==> config.mk <==
export PLATFORM = sky130hd
export DESIGN_NAME = seq_divisor
export DESIGN_NICKNAME = d
export VERILOG_FILES = /design/src/rtl/div_pkg.sv /design/src/rtl/div_paso.sv /design/src/rtl/seq_divisor.sv
export SDC_FILE = /design/constraint.sdc
export NUM_CORES = 1
export LEC_CHECK = 0
export ABC_AREA = 0
export BUFFER_PORTS_ARGS = -buffer_cell sky130_fd_sc_hd__buf_2
export CELL_PAD_IN_SITES_DETAIL_PLACEMENT = 1
export CELL_PAD_IN_SITES_GLOBAL_PLACEMENT = 1
export CORE_UTILIZATION = 44
export DETAILED_ROUTE_END_ITERATION = 16
export PLACE_DENSITY_LB_ADDON = 0.1
export SETUP_SLACK_MARGIN = 0.1
export SLEW_MARGIN = 20
export SYNTH_ARGS = -nofsm -noshare
export SYNTH_HDL_FRONTEND = slang
export SYNTH_SLANG_ARGS = --single-unit
export TNS_END_PERCENT = 10
==> constraint.sdc <==
create_clock -name clk -period 4.4 [get_ports clk]
set_input_delay 0.66 -clock clk [delete_from_list [all_inputs] [get_ports clk]]
set_output_delay 0.66 -clock clk [all_outputs]
set_load 0.05 [all_outputs]
==> src/rtl/div_pkg.sv <==
// Shared definitions for the sequential restoring divider.
package div_pkg;

  // Default operand widths
  localparam int unsigned DEF_N_BITS = 8;
  localparam int unsigned DEF_D_BITS = 4;

  // Controller states
  typedef enum logic [1:0] {
    IDLE = 2'd0,
    RUN  = 2'd1,
    DONE = 2'd2
  } div_state_t;

endpackage

==> src/rtl/div_paso.sv <==
// One restoring division step: trial-subtract the divisor from {rem, next dividend bit}.
module div_paso
  import div_pkg::*;
#(
  parameter int unsigned D_BITS = DEF_D_BITS
) (
  input  logic [D_BITS-1:0] rem_in,
  input  logic              dvd_bit,
  input  logic [D_BITS-1:0] divisor,
  output logic [D_BITS-1:0] rem_out,
  output logic              q_bit
);

  logic [D_BITS:0] trial;
  logic [D_BITS:0] diff;

  // Subtract when the widened partial remainder covers the divisor, otherwise restore
  always_comb begin
    trial   = {rem_in, dvd_bit};
    diff    = trial - {1'b0, divisor};
    q_bit   = (trial >= {1'b0, divisor});
    // When no subtraction happens trial < divisor, so its MSB is zero and truncation is safe
    rem_out = q_bit ? diff[D_BITS-1:0] : trial[D_BITS-1:0];
  end

endmodule

==> src/rtl/seq_divisor.sv <==
// Sequential unsigned restoring divider: one quotient bit per cycle, MSB first.
module seq_divisor
  import div_pkg::*;
#(
  parameter int unsigned N_BITS = DEF_N_BITS,
  parameter int unsigned D_BITS = DEF_D_BITS
) (
  input  logic              clk,
  input  logic              rst,
  input  logic              start,
  input  logic [N_BITS-1:0] dividendo,
  input  logic [D_BITS-1:0] divisor,
  output logic [N_BITS-1:0] cociente,
  output logic [D_BITS-1:0] residuo,
  output logic              busy,
  output logic              done,
  output logic              div_err
);

  localparam int unsigned CW = (N_BITS > 1) ? $clog2(N_BITS) : 1;

  div_state_t        state;
  // Dividend shifts out MSB-first while quotient bits shift in at the LSB
  logic [N_BITS-1:0] dvd_q;
  logic [D_BITS-1:0] dsr_q;
  logic [D_BITS-1:0] rem_q;
  logic [CW-1:0]     cnt_q;
  // Zero divisor captured; next cycle jumps straight to DONE without entering RUN
  logic              zero_pend;

  logic [D_BITS-1:0] rem_nx;
  logic              q_bit;
  logic [N_BITS-1:0] dvd_shift;

  div_paso #(
    .D_BITS (D_BITS)
  ) u_paso (
    .rem_in  (rem_q),
    .dvd_bit (dvd_q[N_BITS-1]),
    .divisor (dsr_q),
    .rem_out (rem_nx),
    .q_bit   (q_bit)
  );

  // Shift the next quotient bit into the dividend register
  always_comb begin
    dvd_shift = {dvd_q[N_BITS-2:0], q_bit};
  end

  // Controller FSM with registered outputs
  always_ff @(posedge clk) begin
    if (rst) begin
      state     <= IDLE;
      dvd_q     <= '0;
      dsr_q     <= '0;
      rem_q     <= '0;
      cnt_q     <= '0;
      zero_pend <= 1'b0;
      cociente  <= '0;
      residuo   <= '0;
      busy      <= 1'b0;
      done      <= 1'b0;
      div_err   <= 1'b0;
    end else begin
      done <= 1'b0;
      unique case (state)
        IDLE: begin
          if (zero_pend) begin
            state     <= DONE;
            zero_pend <= 1'b0;
            cociente  <= '1;
            residuo   <= dvd_q[D_BITS-1:0];
            done      <= 1'b1;
            div_err   <= 1'b1;
          end else if (start) begin
            dvd_q   <= dividendo;
            dsr_q   <= divisor;
            rem_q   <= '0;
            cnt_q   <= CW'(N_BITS - 1);
            div_err <= 1'b0;
            if (divisor == '0) begin
              zero_pend <= 1'b1;
            end else begin
              state <= RUN;
              busy  <= 1'b1;
            end
          end
        end
        RUN: begin
          dvd_q <= dvd_shift;
          rem_q <= rem_nx;
          cnt_q <= cnt_q - 1'b1;
          if (cnt_q == '0) begin
            state    <= DONE;
            busy     <= 1'b0;
            cociente <= dvd_shift;
            residuo  <= rem_nx;
            done     <= 1'b1;
          end
        end
        DONE: begin
          state <= IDLE;
        end
        default: begin
          state <= IDLE;
          busy  <= 1'b0;
        end
      endcase
    end
  end

endmodule

==> results of run 1 <==
[where the power goes]
group          total (mW)  switching [mW]  internal, mW
clock               0.230           0.120         0.110
combinational       0.249           0.163        0.0858
sequential          0.394          0.0264         0.368
total               0.873           0.309         0.563
[worst min-delay path: stages, from the launching register on]
cell and delay (ps):
dfxtp_1 320, nand2_1 50, a21oi_1 50
[layer usage]
layer | vias up | wire [um] | GRT usage
li1 | 769 | - | -
met1 | 707 | 2025 | 0.2840
met2 | 22 | 2033 | 0.3737
met3 | 6 | 103 | 0.05810
met4 | 0 | 58 | 0.08333
met5 | - | 0 | 0
[registers in the layout (all words and copies together), names as in the netlist]
name / flops
busy: 1
cnt_q: 3
cociente: 8
div_err: 1
done: 1
dsr_q: 4
dvd_q: 8
rem_q: 4
residuo: 4
state: 2
zero_pend: 1
[area by class of cell]
| type | instances | area, um^2 | area share |
|---|---|---|---|
| clock buffers | 6 | 72.57 | 0.03728 |
| clock inverters | 2 | 10.01 | 0.005141 |
| inverters | 9 | 33.78 | 0.01735 |
| multi-input cells | 148 | 884.6 | 0.4544 |
| flip-flops and latches | 37 | 740.7 | 0.3805 |
| well taps | 48 | 60.06 | 0.03085 |
| repair buffers | 29 | 145.1 | 0.07455 |
[stage by stage]
stage          setup WS, ps  hold slack [ps]
3_3_place_gp           2421            448.9
6_report               2327            467.6
3_5_place_dp           2363            459.2
4_1_cts                2336            470.2
2_1_floorplan          2644            436.3
5_1_grt                2199            494.9
[cells in the final DEF (no fill, tap or decap), drive strengths merged, types with 4 or more instances in the layout]
| cell type | count |
|---|---|
| a21oi | 15 |
| a311oi | 9 |
| dfxtp | 37 |
| nor3 | 14 |
| o21ai | 6 |
| nand2b | 4 |
| nor2 | 30 |
| buf | 29 |
| nand2 | 34 |
| ha | 6 |
| inv | 9 |
| clkbuf | 6 |
[cell families (layout without fill, tap and decap cells)]
| group | after synthesis | count (layout) |
|---|---|---|
| AO/OA/AOI/OAI | 46 | 46 |
| XOR/XNOR | 2 | 2 |
| adder cells (fa/ha/maj) | 7 | 7 |
| buffers and inverters | 22 | 46 |
| flip-flops | 37 | 37 |
| multiplexers | 1 | 1 |
| AND/OR/NAND/NOR | 92 | 92 |
[worst max-delay path by stage]
| stage | start | to | slack (ps) | cells past startpoint |
|---|---|---|---|---|
| final | dsr_q[1]$_SDFFE_PP0P_ | residuo[2]$_SDFFE_PP0P_ | 2330 | 7 |
| after global routing | dsr_q[1]$_SDFFE_PP0P_ | residuo[2]$_SDFFE_PP0P_ | 2200 | 7 |
| after CTS | dsr_q[1]$_SDFFE_PP0P_ | residuo[2]$_SDFFE_PP0P_ | 2340 | 7 |
| after detailed placement | dsr_q[1]$_SDFFE_PP0P_ | residuo[2]$_SDFFE_PP0P_ | 2360 | 7 |
| after global placement | dsr_q[1]$_SDFFE_PP0P_ | residuo[2]$_SDFFE_PP0P_ | 2420 | 7 |
| after floorplan | dsr_q[1]$_SDFFE_PP0P_ | residuo[0]$_SDFFE_PP0P_ | 2640 | 7 |
==> run_results.csv, run 1 <==
group,metric,value,unit
placement,place_area,1864,um^2
synth,synth_area_leaders,"dfxtp_1, nand2_1, nor2_1",
worst_setup_path,cp.arrival,2200,ps
drt,wirelength,4.221,mm
clock_tree,ctsHtreeMaxLevel,2,
drt,drt_iter0_drc,69,
synth,muxShareOfSynthArea,0.005814,
worst_setup_path,r2r_setup_slack,2330,ps
drt,routedWlPerCell,15.13,um
clock_tree,cts_buffer_depth,2,
timing,fin_setup_tns,0,ps
drt,drc,0,
synth,ys_warn_count,0,
synth,synth_top_area_frac,0.4302,
worst_setup_path,reg2reg_depth,7,
final_layout,nNetsFinal,252,
floorplan,rows,22,
worst_setup_path,crit_slowest_cell,"dfxtp_1",
worst_setup_path,crit_chain,"inv_1, ha_1, nor2b_1, o311ai_2, nand2_1, mux2i_1, a221oi_1",
hold_path,whs_path_depth,2,
timing,fin_crit_sh,0.4712,
worst_setup_path,r2r_end,"residuo[2]$_SDFFE_PP0P_",
synth,synth_compound_area_frac,0.2042,
floorplan,chipWidth,64.55,um
drt,viasPerCell,5.391,
synth,ys_seq_area_frac,0.4302,
synth,synth_edf_count,0,
worst_setup_path,critical_path_peak_fanout,5,
clock_tree,cts_made_buffers,5,
floorplan,io_pins,30,
synth,synth_fp_nets,229,
global_routing,antenna_found_initial,0,
synth,synth_top_family_by_area,"simple AND/OR/NAND/NOR gates",
timing,fin_crit,2073,ps
synth,synthAdderAreaFrac,0.05523,
clock_tree,worstSkewPairLatency,290,ps
synth,synthCells,207,
final_layout,area_growth,13.08,%
synth,synth_common_cells,"dfxtp_1, nand2_1, nor2_1",
synth,synth-seq-cells,37,
timing,hold_viol,0,
global_routing,grt_first_pass_wirelength,7.210,mm
floorplan,core_region_area,3716,um^2
worst_setup_path,r2r-start,"dsr_q[1]$_SDFFE_PP0P_",
pwr,ir_worst_vdd,0.2021,mV
synth,netlist_area,1722,um^2
pwr,p_per_area,448.4,nW/um^2
worst_setup_path,critPathTopFamily,"compound AO/OA/AOI/OAI gates",
drt,ant_nets,0,
final_layout,fill_cells,471,
timing,finClkSkew,8.510,ps
worst_setup_path,crit_buf_inv,1,
timing,slew_headroom,0.4028,
global_routing,grt-ovfl-total,0,
pwr,p_leak,0.7928,nW
placement,portBuffers,29,
worst_setup_path,worstSetupEndpointType,"register",
timing,drv_slew,0,
clock_tree,clockRootBuffer,"clkbuf_8",
drt,drtPass1Iterations,4,
timing,worst_pin_slew,895.8,ps
run,drv_cap,0,
clock_tree,postCtsSetupBuffers,0,
hold_path,hold_end,"dsr_q[3]$_SDFFE_PP0P_",
synth,synth.avg_cell_area,8.317,um^2
timing,setup_viol,0,
synth,synth_ff_type,"dfxtp_1",
floorplan,start_util,0.4633,
hold_path,hold_start,"dsr_q[3]$_SDFFE_PP0P_",
worst_setup_path,crit_required,4530,ps
final_layout,diodes,0,
clock_tree,cts_sinks,37,
hold_path,hold_path.class,"register to register",
final_layout,final_cell_count_no_fill,279,
placement,place_congestion,0.8327,
clock_tree,ctsHoldBuffers,0,
global_routing,grt_max_degree,38,
floorplan,die_y,64.55,um
timing,rsz0062_at_grt,"false",
final_layout,final_layout_size_suffix_gt1_frac,0.1905,
placement,dp_hpwl,3.038,mm
worst_setup_path,path_class,"register to register",
clock_tree,cts_tree,"done",
global_routing,first_global_vias,1497,
timing,max_freq,482.4,MHz
clock_tree,clk_pin_slew_worst_paths,80,ps
synth,yosysMostFrequentCell,"dfxtp_1",
placement,dp_cells,271,
synth,synth.largest_area_cell,"dfxtp_1",
final_layout,design_area,1947,um^2
synth,synthDistinctLibCells,42,
worst_setup_path,worstSetupStartpointType,"register",
synth,synthArstFlopShare,0,
global_routing,grt_usage,0.2270,
synth,synth-xor-area-share,0.01017,
clock_tree,post_cts_resized,0,
outcome,status,"finished clean",
worst_setup_path,slowest_delay,390,ps
pwr,p_total,0.8729,mW
floorplan,die_area,4167,um^2
synth,synth-simple-area-share,0.2384,
drt,vias,1504,
final_layout,fin_util,0.5239,
(Power assumes the default switching activity.)
==> run 2, diff against run 1 <==
--- a/config.mk
+++ b/config.mk
@@ -9,7 +9,7 @@
 export BUFFER_PORTS_ARGS = -buffer_cell sky130_fd_sc_hd__buf_2
 export CELL_PAD_IN_SITES_DETAIL_PLACEMENT = 1
 export CELL_PAD_IN_SITES_GLOBAL_PLACEMENT = 1
-export CORE_UTILIZATION = 44
+export CORE_UTILIZATION = 40
 export DETAILED_ROUTE_END_ITERATION = 16
 export PLACE_DENSITY_LB_ADDON = 0.1
 export SETUP_SLACK_MARGIN = 0.1
==> constraint.sdc (replaced) <==
create_clock -name clk -period 2.01 [get_ports clk]
set_input_delay 0.3015 -clock clk [delete_from_list [all_inputs] [get_ports clk]]
set_output_delay 0.3015 -clock clk [all_outputs]
set_load 0.05 [all_outputs]
==> run 2 against run 1 <==
Net effect: global-route usage fell by 0.32 points; largest cell class unchanged; routed wire length rose by 9.6%; critical path depth did not move; sequential share of layout area fell by 2.9 points; final cell count rose by 4.3%; utilization fell by 0.31 points.
==> run_results.csv, run 2 (synthesis gave the netlist of run 1 again) <==
group,metric,value,unit
final_layout,fin_util,0.5208,
final_layout,layout_common_cells,"dfxtp_1, nand2_1, nor2_1, buf_2",
worst_setup_path,path_class,"register to register",
drt,drt_iter0_drc,59,
global_routing,antenna_found_initial,0,
pwr,clockPowerShare,0.255,
final_layout,diodes,0,
final_layout,fill_cells,502,
final_layout,multi_input_area,967.2,um^2
clock_tree,cts_tree,"done",
timing,fin_crit_sh,0.9296,
timing,setup_viol,0,
pwr,p_sw,0.7386,mW
worst_setup_path,worstSetupEndpointType,"register",
clock_tree,worstSkewPairLatency,300,ps
floorplan,die_area,4570,um^2
timing,drv_slew,0,
drt,drtPass1Iterations,4,
floorplan,die_y,67.61,um
global_routing,first_global_vias,1555,
final_layout,final_common_cell,"dfxtp_1",
pwr,p_int,1.302,mW
pwr,combPwrFrac,0.322,
clock_tree,cts_made_buffers,5,
final_layout,seq_area,743.2,um^2
timing,finClkSkew,9.638,ps
final_layout,reg_top3,"cociente: 8 flops, dvd_q: 8 flops",
timing,fin_crit,1868,ps
timing,hold_ws,246.3,ps
pwr,swShare,0.3620,
global_routing,grt_usage,0.2237,
worst_setup_path,worstSetupStartpointType,"register",
pwr,p_leak,0.8546,nW
pwr,seq_power_share,0.423,
clock_tree,cts_sinks,37,
floorplan,io_pins,30,
timing,worst_pin_slew,574.9,ps
worst_setup_path,crit_slowest_cell,"or3_4",
timing,hold_viol,0,
timing,max_freq,535.2,MHz
drt,vias,1575,
clock_tree,cts_buffer_depth,2,
worst_setup_path,cp.arrival,2090,ps
placement,place_congestion,0.8187,
global_routing,grt_max_degree,23,
timing,fin_setup_tns,0,ps
drt,wirelength,4.625,mm
outcome,status,"finished clean",
global_routing,grt-ovfl-total,0,
pwr,p_per_area,965.4,nW/um^2
drt,viasPerCell,5.412,
drt,ant_nets,0,
drt,drc,0,
global_routing,grt_first_pass_wirelength,7.362,mm
final_layout,final_layout_size_suffix_gt1_frac,0.2739,
worst_setup_path,crit_required,2230,ps
worst_setup_path,critical_path_peak_fanout,4,
final_layout,nNetsFinal,262,
floorplan,start_util,0.4243,
clock_tree,ctsHtreeMaxLevel,2,
placement,portBuffers,29,
clock_tree,clk_pin_slew_worst_paths,80,ps
pwr,ir_worst_vdd,0.5584,mV
drt,routedWlPerCell,15.89,um
placement,dp_hpwl,3.395,mm
final_layout,area_growth,22.75,%
floorplan,core_region_area,4058,um^2
clock_tree,clockRootBuffer,"clkbuf_8",
timing,slew_headroom,0.6138,
run,drv_cap,0,
worst_setup_path,crit_chain,"inv_1, ha_4, and4_4, or3_4, o21ai_2, o211ai_1, a311oi_2",
hold_path,hold_path.class,"input pin to register",
floorplan,chipWidth,67.61,um
pwr,p_total,2.040,mW
worst_setup_path,slowest_delay,350,ps
floorplan,rows,23,
timing,rsz0062_at_grt,"true",
==> run 2: layout make-up <==
cell class              count  share of cell area
clock buffers               5             0.03256
clock inverters             3            0.008289
inverters                   9             0.01599
multi-input cells         148              0.4577
flip-flops and latches     37              0.3517
well taps                  50             0.02960
repair buffers             39              0.1042
==> run 2: final timing paths <==
kind,from,to,slack (ps),cells after the start
max,dsr_q[3]$_SDFFE_PP0P_,residuo[1]$_SDFFE_PP0P_,140,7
min reg2reg,dsr_q[2]$_SDFFE_PP0P_,dsr_q[2]$_SDFFE_PP0P_,470,2
max reg2reg,dsr_q[3]$_SDFFE_PP0P_,residuo[1]$_SDFFE_PP0P_,140,7
min,divisor[2],dsr_q[2]$_SDFFE_PP0P_,250,3
==> run 2: power groups by stage <==
stage	registers, mW	clock network, mW	logic [mW]
floorplan	0.946	0	0.349
global placement	0.873	0	0.542
detailed placement	0.877	0	0.569
CTS	0.860	0.533	0.594
global route	0.873	0.570	0.715
finish	0.863	0.521	0.657
==> run 2: repair_timing <==
| action | CTS | global route |
|---|---|---|
| resized for setup | 3 | 11 |
| pin swaps | 3 | 4 |
| hold buffers | 0 | 0 |
| cloned | 0 | 0 |
| setup endpoints to repair | 8 | 10 |
| setup buffers | 1 | 1 |
==> run 2: layer usage <==
metal	track usage	share of wire
met1	0.2638	0.44
met2	0.3750	0.50
met3	0.06419	0.039
met4	0.09309	0.020
met5	0	0
==> run 2: through the flow <==
stage	cells	worst slack, ps	cell area (um^2)
floorplan	207	253.6	1722
global placement	281	128.4	1927
detailed placement	281	27.00	1927
CTS	290	59.86	2036
global route	291	33.18	2113
finish	291	141.6	2113
==> run 2: critical path, delay by kind of cell, from the launching register on <==
kind,cells,cell delay (ps)
fa+ha+maj,1,270
flops,1,340
compound gates,3,560
simple gates,2,540
buf+inv,1,70
==> run 3, diff against run 2 <==
--- a/config.mk
+++ b/config.mk
@@ -9,12 +9,12 @@
 export BUFFER_PORTS_ARGS = -buffer_cell sky130_fd_sc_hd__buf_2
 export CELL_PAD_IN_SITES_DETAIL_PLACEMENT = 1
 export CELL_PAD_IN_SITES_GLOBAL_PLACEMENT = 1
-export CORE_UTILIZATION = 40
+export CORE_UTILIZATION = 41
 export DETAILED_ROUTE_END_ITERATION = 16
 export PLACE_DENSITY_LB_ADDON = 0.1
 export SETUP_SLACK_MARGIN = 0.1
-export SLEW_MARGIN = 20
 export SYNTH_ARGS = -nofsm -noshare
 export SYNTH_HDL_FRONTEND = slang
+export SYNTH_HIERARCHICAL = 1
 export SYNTH_SLANG_ARGS = --single-unit
 export TNS_END_PERCENT = 10
==> run 3 against run 2 <==
Net effect: sequential cell count stayed put; utilization is 0.68 points lower; sequential share of layout area is 0.66 points higher; synthesized area grew 0.80%; sequential power is 0.7% lower; final area fell by 2.0%; total power is 5.2% lower; critical path depth increased by 1; clock power decreased by 9.0%; clock-buffer cell count did not move.
==> run_results.csv, run 3 <==
group,metric,value,unit
worst_setup_path,cp.arrival,2060,ps
synth,synth.avg_cell_area,8.549,um^2
drt,wirelength,4.514,mm
pwr,p_leak,0.8759,nW
hold_path,hold_start,"divisor[0]",
synth,ys_warn_count,6,
placement,place_area,1918,um^2
floorplan,core_region_area,4029,um^2
worst_setup_path,critPathLaunch,"dsr_q[3]$_SDFFE_PP0P_",
worst_setup_path,crit_chain,"inv_1, ha_1, nand4_1, nand2_2, nor2_4, mux2_4, a221oi_1, nor3_1",
pwr,p_int,1.259,mW
timing,slew_headroom,0.5398,
pwr,clockPowerShare,0.245,
floorplan,chipWidth,67.06,um
timing,fin_crit,1914,ps
worst_setup_path,r2r_setup_slack,100,ps
pwr,swShare,0.3495,
worst_setup_path,slowest_delay,340,ps
synth,synthDistinctLibCells,40,
placement,portBuffers,29,
synth,synth_area_leaders,"dfxtp_1, nor2_1, ha_1",
synth,synth_fp_nets,225,
pwr,ir_worst_vdd,0.4289,mV
global_routing,first_global_vias,1542,
timing,finClkSkew,6.596,ps
timing,drv_slew,0,
timing,hold_viol,0,
synth,netlist_area,1735,um^2
outcome,status,"finished clean",
pwr,combPwrFrac,0.312,
timing,max_freq,522.6,MHz
worst_setup_path,path_class,"register to register",
floorplan,die_area,4497,um^2
clock_tree,clockRootBuffer,"clkbuf_8",
worst_setup_path,worstSetupStartpointType,"register",
clock_tree,clk_pin_slew_worst_paths,70,ps
pwr,p_sw,0.6763,mW
synth,yosysMostFrequentCell,"nor2_1",
run,drv_cap,0,
placement,place_congestion,0.7886,
pwr,p_total,1.935,mW
drt,drtPass1Iterations,4,
synth,synthCells,203,
timing,fin_crit_sh,0.9521,
worst_setup_path,critPathTopFamily,"simple AND/OR/NAND/NOR gates",
final_layout,reg_top3,"cociente: 8 flops, dvd_q: 8 flops",
final_layout,area_growth,19.32,%
drt,vias,1552,
global_routing,grt_first_pass_wirelength,7.417,mm
final_layout,design_area,2071,um^2
timing,worst_pin_slew,690.3,ps
clock_tree,cts_made_buffers,5,
worst_setup_path,critical_path_peak_fanout,3,
synth,synth_common_cells,"nor2_1, dfxtp_1, nand2_1",
global_routing,antenna_found_initial,0,
synth,synth_top_area_frac,0.4268,
final_layout,diodes,0,
synth,synth.largest_area_cell,"dfxtp_1",
pwr,p_per_area,934.4,nW/um^2
synth,synth_edf_count,0,
floorplan,io_pins,30,
drt,drt_iter0_drc,56,
drt,routedWlPerCell,15.84,um
worst_setup_path,crit_buf_inv,1,
worst_setup_path,crit_required,2160,ps
timing,hold_ws,275.5,ps
worst_setup_path,r2r-start,"dsr_q[3]$_SDFFE_PP0P_",
floorplan,die_y,67.06,um
final_layout,final_common_cell,"nor2_1",
drt,ant_nets,0,
pwr,seq_power_share,0.443,
clock_tree,cts_buffer_depth,2,
final_layout,nNetsFinal,258,
global_routing,grt_max_degree,38,
final_layout,layout_common_cells,"nor2_1, dfxtp_1, buf_2, nand2_1, nor3_1",
synth,ys_seq_area_frac,0.4268,
drt,drc,0,
worst_setup_path,worstSetupEndpointType,"register",
placement,dp_hpwl,3.249,mm
timing,rsz0062_at_grt,"true",
global_routing,grt_usage,0.2264,
synth,synthArstFlopShare,0,
final_layout,fin_util,0.5140,
worst_setup_path,crit_slowest_cell,"dfxtp_1",
clock_tree,cts_sinks,37,
timing,setup_viol,0,
final_layout,final_layout_size_suffix_gt1_frac,0.2681,
clock_tree,cts_tree,"done",
timing,fin_setup_tns,0,ps
clock_tree,ctsHtreeMaxLevel,2,
clock_tree,worstSkewPairLatency,290,ps
synth,synth-seq-cells,37,
floorplan,start_util,0.4307,
floorplan,rows,23,
hold_path,hold_path.class,"input pin to register",
drt,viasPerCell,5.446,
global_routing,grt-ovfl-total,0,
synth,synth_ff_type,"dfxtp_1",
-- run 3: cell types whose count changed after synthesis, sizes merged, moves of 2 or more --
cell / delta
nor2: +16
nand2: -15
a21oi: -9
mux2i: +5
a22oi: +4
a221oi: +3
buf: -3
nand2b: +3
nor4: -2
o211ai: -2
o21ai: -2
or4: +2
-- run 3: final cells by class --
type	instances	area [um^2]
clock buffer	5	68.82
clock inverter	1	5.005
fill	502	1958
inverter	10	37.54
multi-input combinational	145	949.7
sequential	37	742.0
tap	50	62.56
timing repair buffer	37	205.2
-- run 3: worst paths after layout --
kind	cells past startpoint	end
min reg2reg	2	dvd_q[6]$_SDFFE_PP0P_
min	3	dsr_q[0]$_SDFFE_PP0P_
max reg2reg	8	residuo[2]$_SDFFE_PP0P_
max	8	residuo[2]$_SDFFE_PP0P_
-- run 3: tightest hold or removal path, cell delays in order --
cell and delay [ps]:
buf_2 80, mux2i_1 60, nor2_1 70
-- run 3: cell families after synthesis --
logic type                 synth area share
DFF                                  0.4268
muxes                               0.04326
buffers and inverters               0.05335
adders and majority gates           0.05479
xor gates and xnor gates           0.005048
AOI/OAI and AO/OA                    0.1536
and+or+nand+nor                      0.2632
-- run 3: metrics by stage --
stage                     cells  setup WS (ps)
after global placement      275          123.0
after CTS                   285          110.0
after floorplan             203          202.7
after global routing        285          24.03
after detailed placement    275          41.66
final                       285          96.35
-- run 3: routing by layer --
| layer | GRT usage | wire (um) | vias to the layer above |
|---|---|---|---|
| li1 | - | - | 759 |
| met1 | 0.2758 | 2062 | 754 |
| met4 | 0.08777 | 93 | 0 |
| met5 | 0 | 0 | - |
| met3 | 0.05822 | 145 | 11 |
| met2 | 0.3750 | 2213 | 28 |
-- run 3: power groups by stage --
stage,Combinational (mW),Clock (mW),Sequential [mW]
3_5_place_dp,0.544,0,0.873
6_report,0.604,0.474,0.857
4_1_cts,0.581,0.489,0.856
2_1_floorplan,0.333,0,0.949
5_1_grt,0.656,0.525,0.867
3_3_place_gp,0.515,0,0.868
-- run 3: repair_timing --
action | in CTS | in global routing
pin swaps | 2 | 1
endpoints found under the hold margin | 0 | 0
setup endpoints to repair | 1 | 4
buffers inserted | 4 | 0
hold buffers | 0 | 0
gates resized for setup | 3 | 6
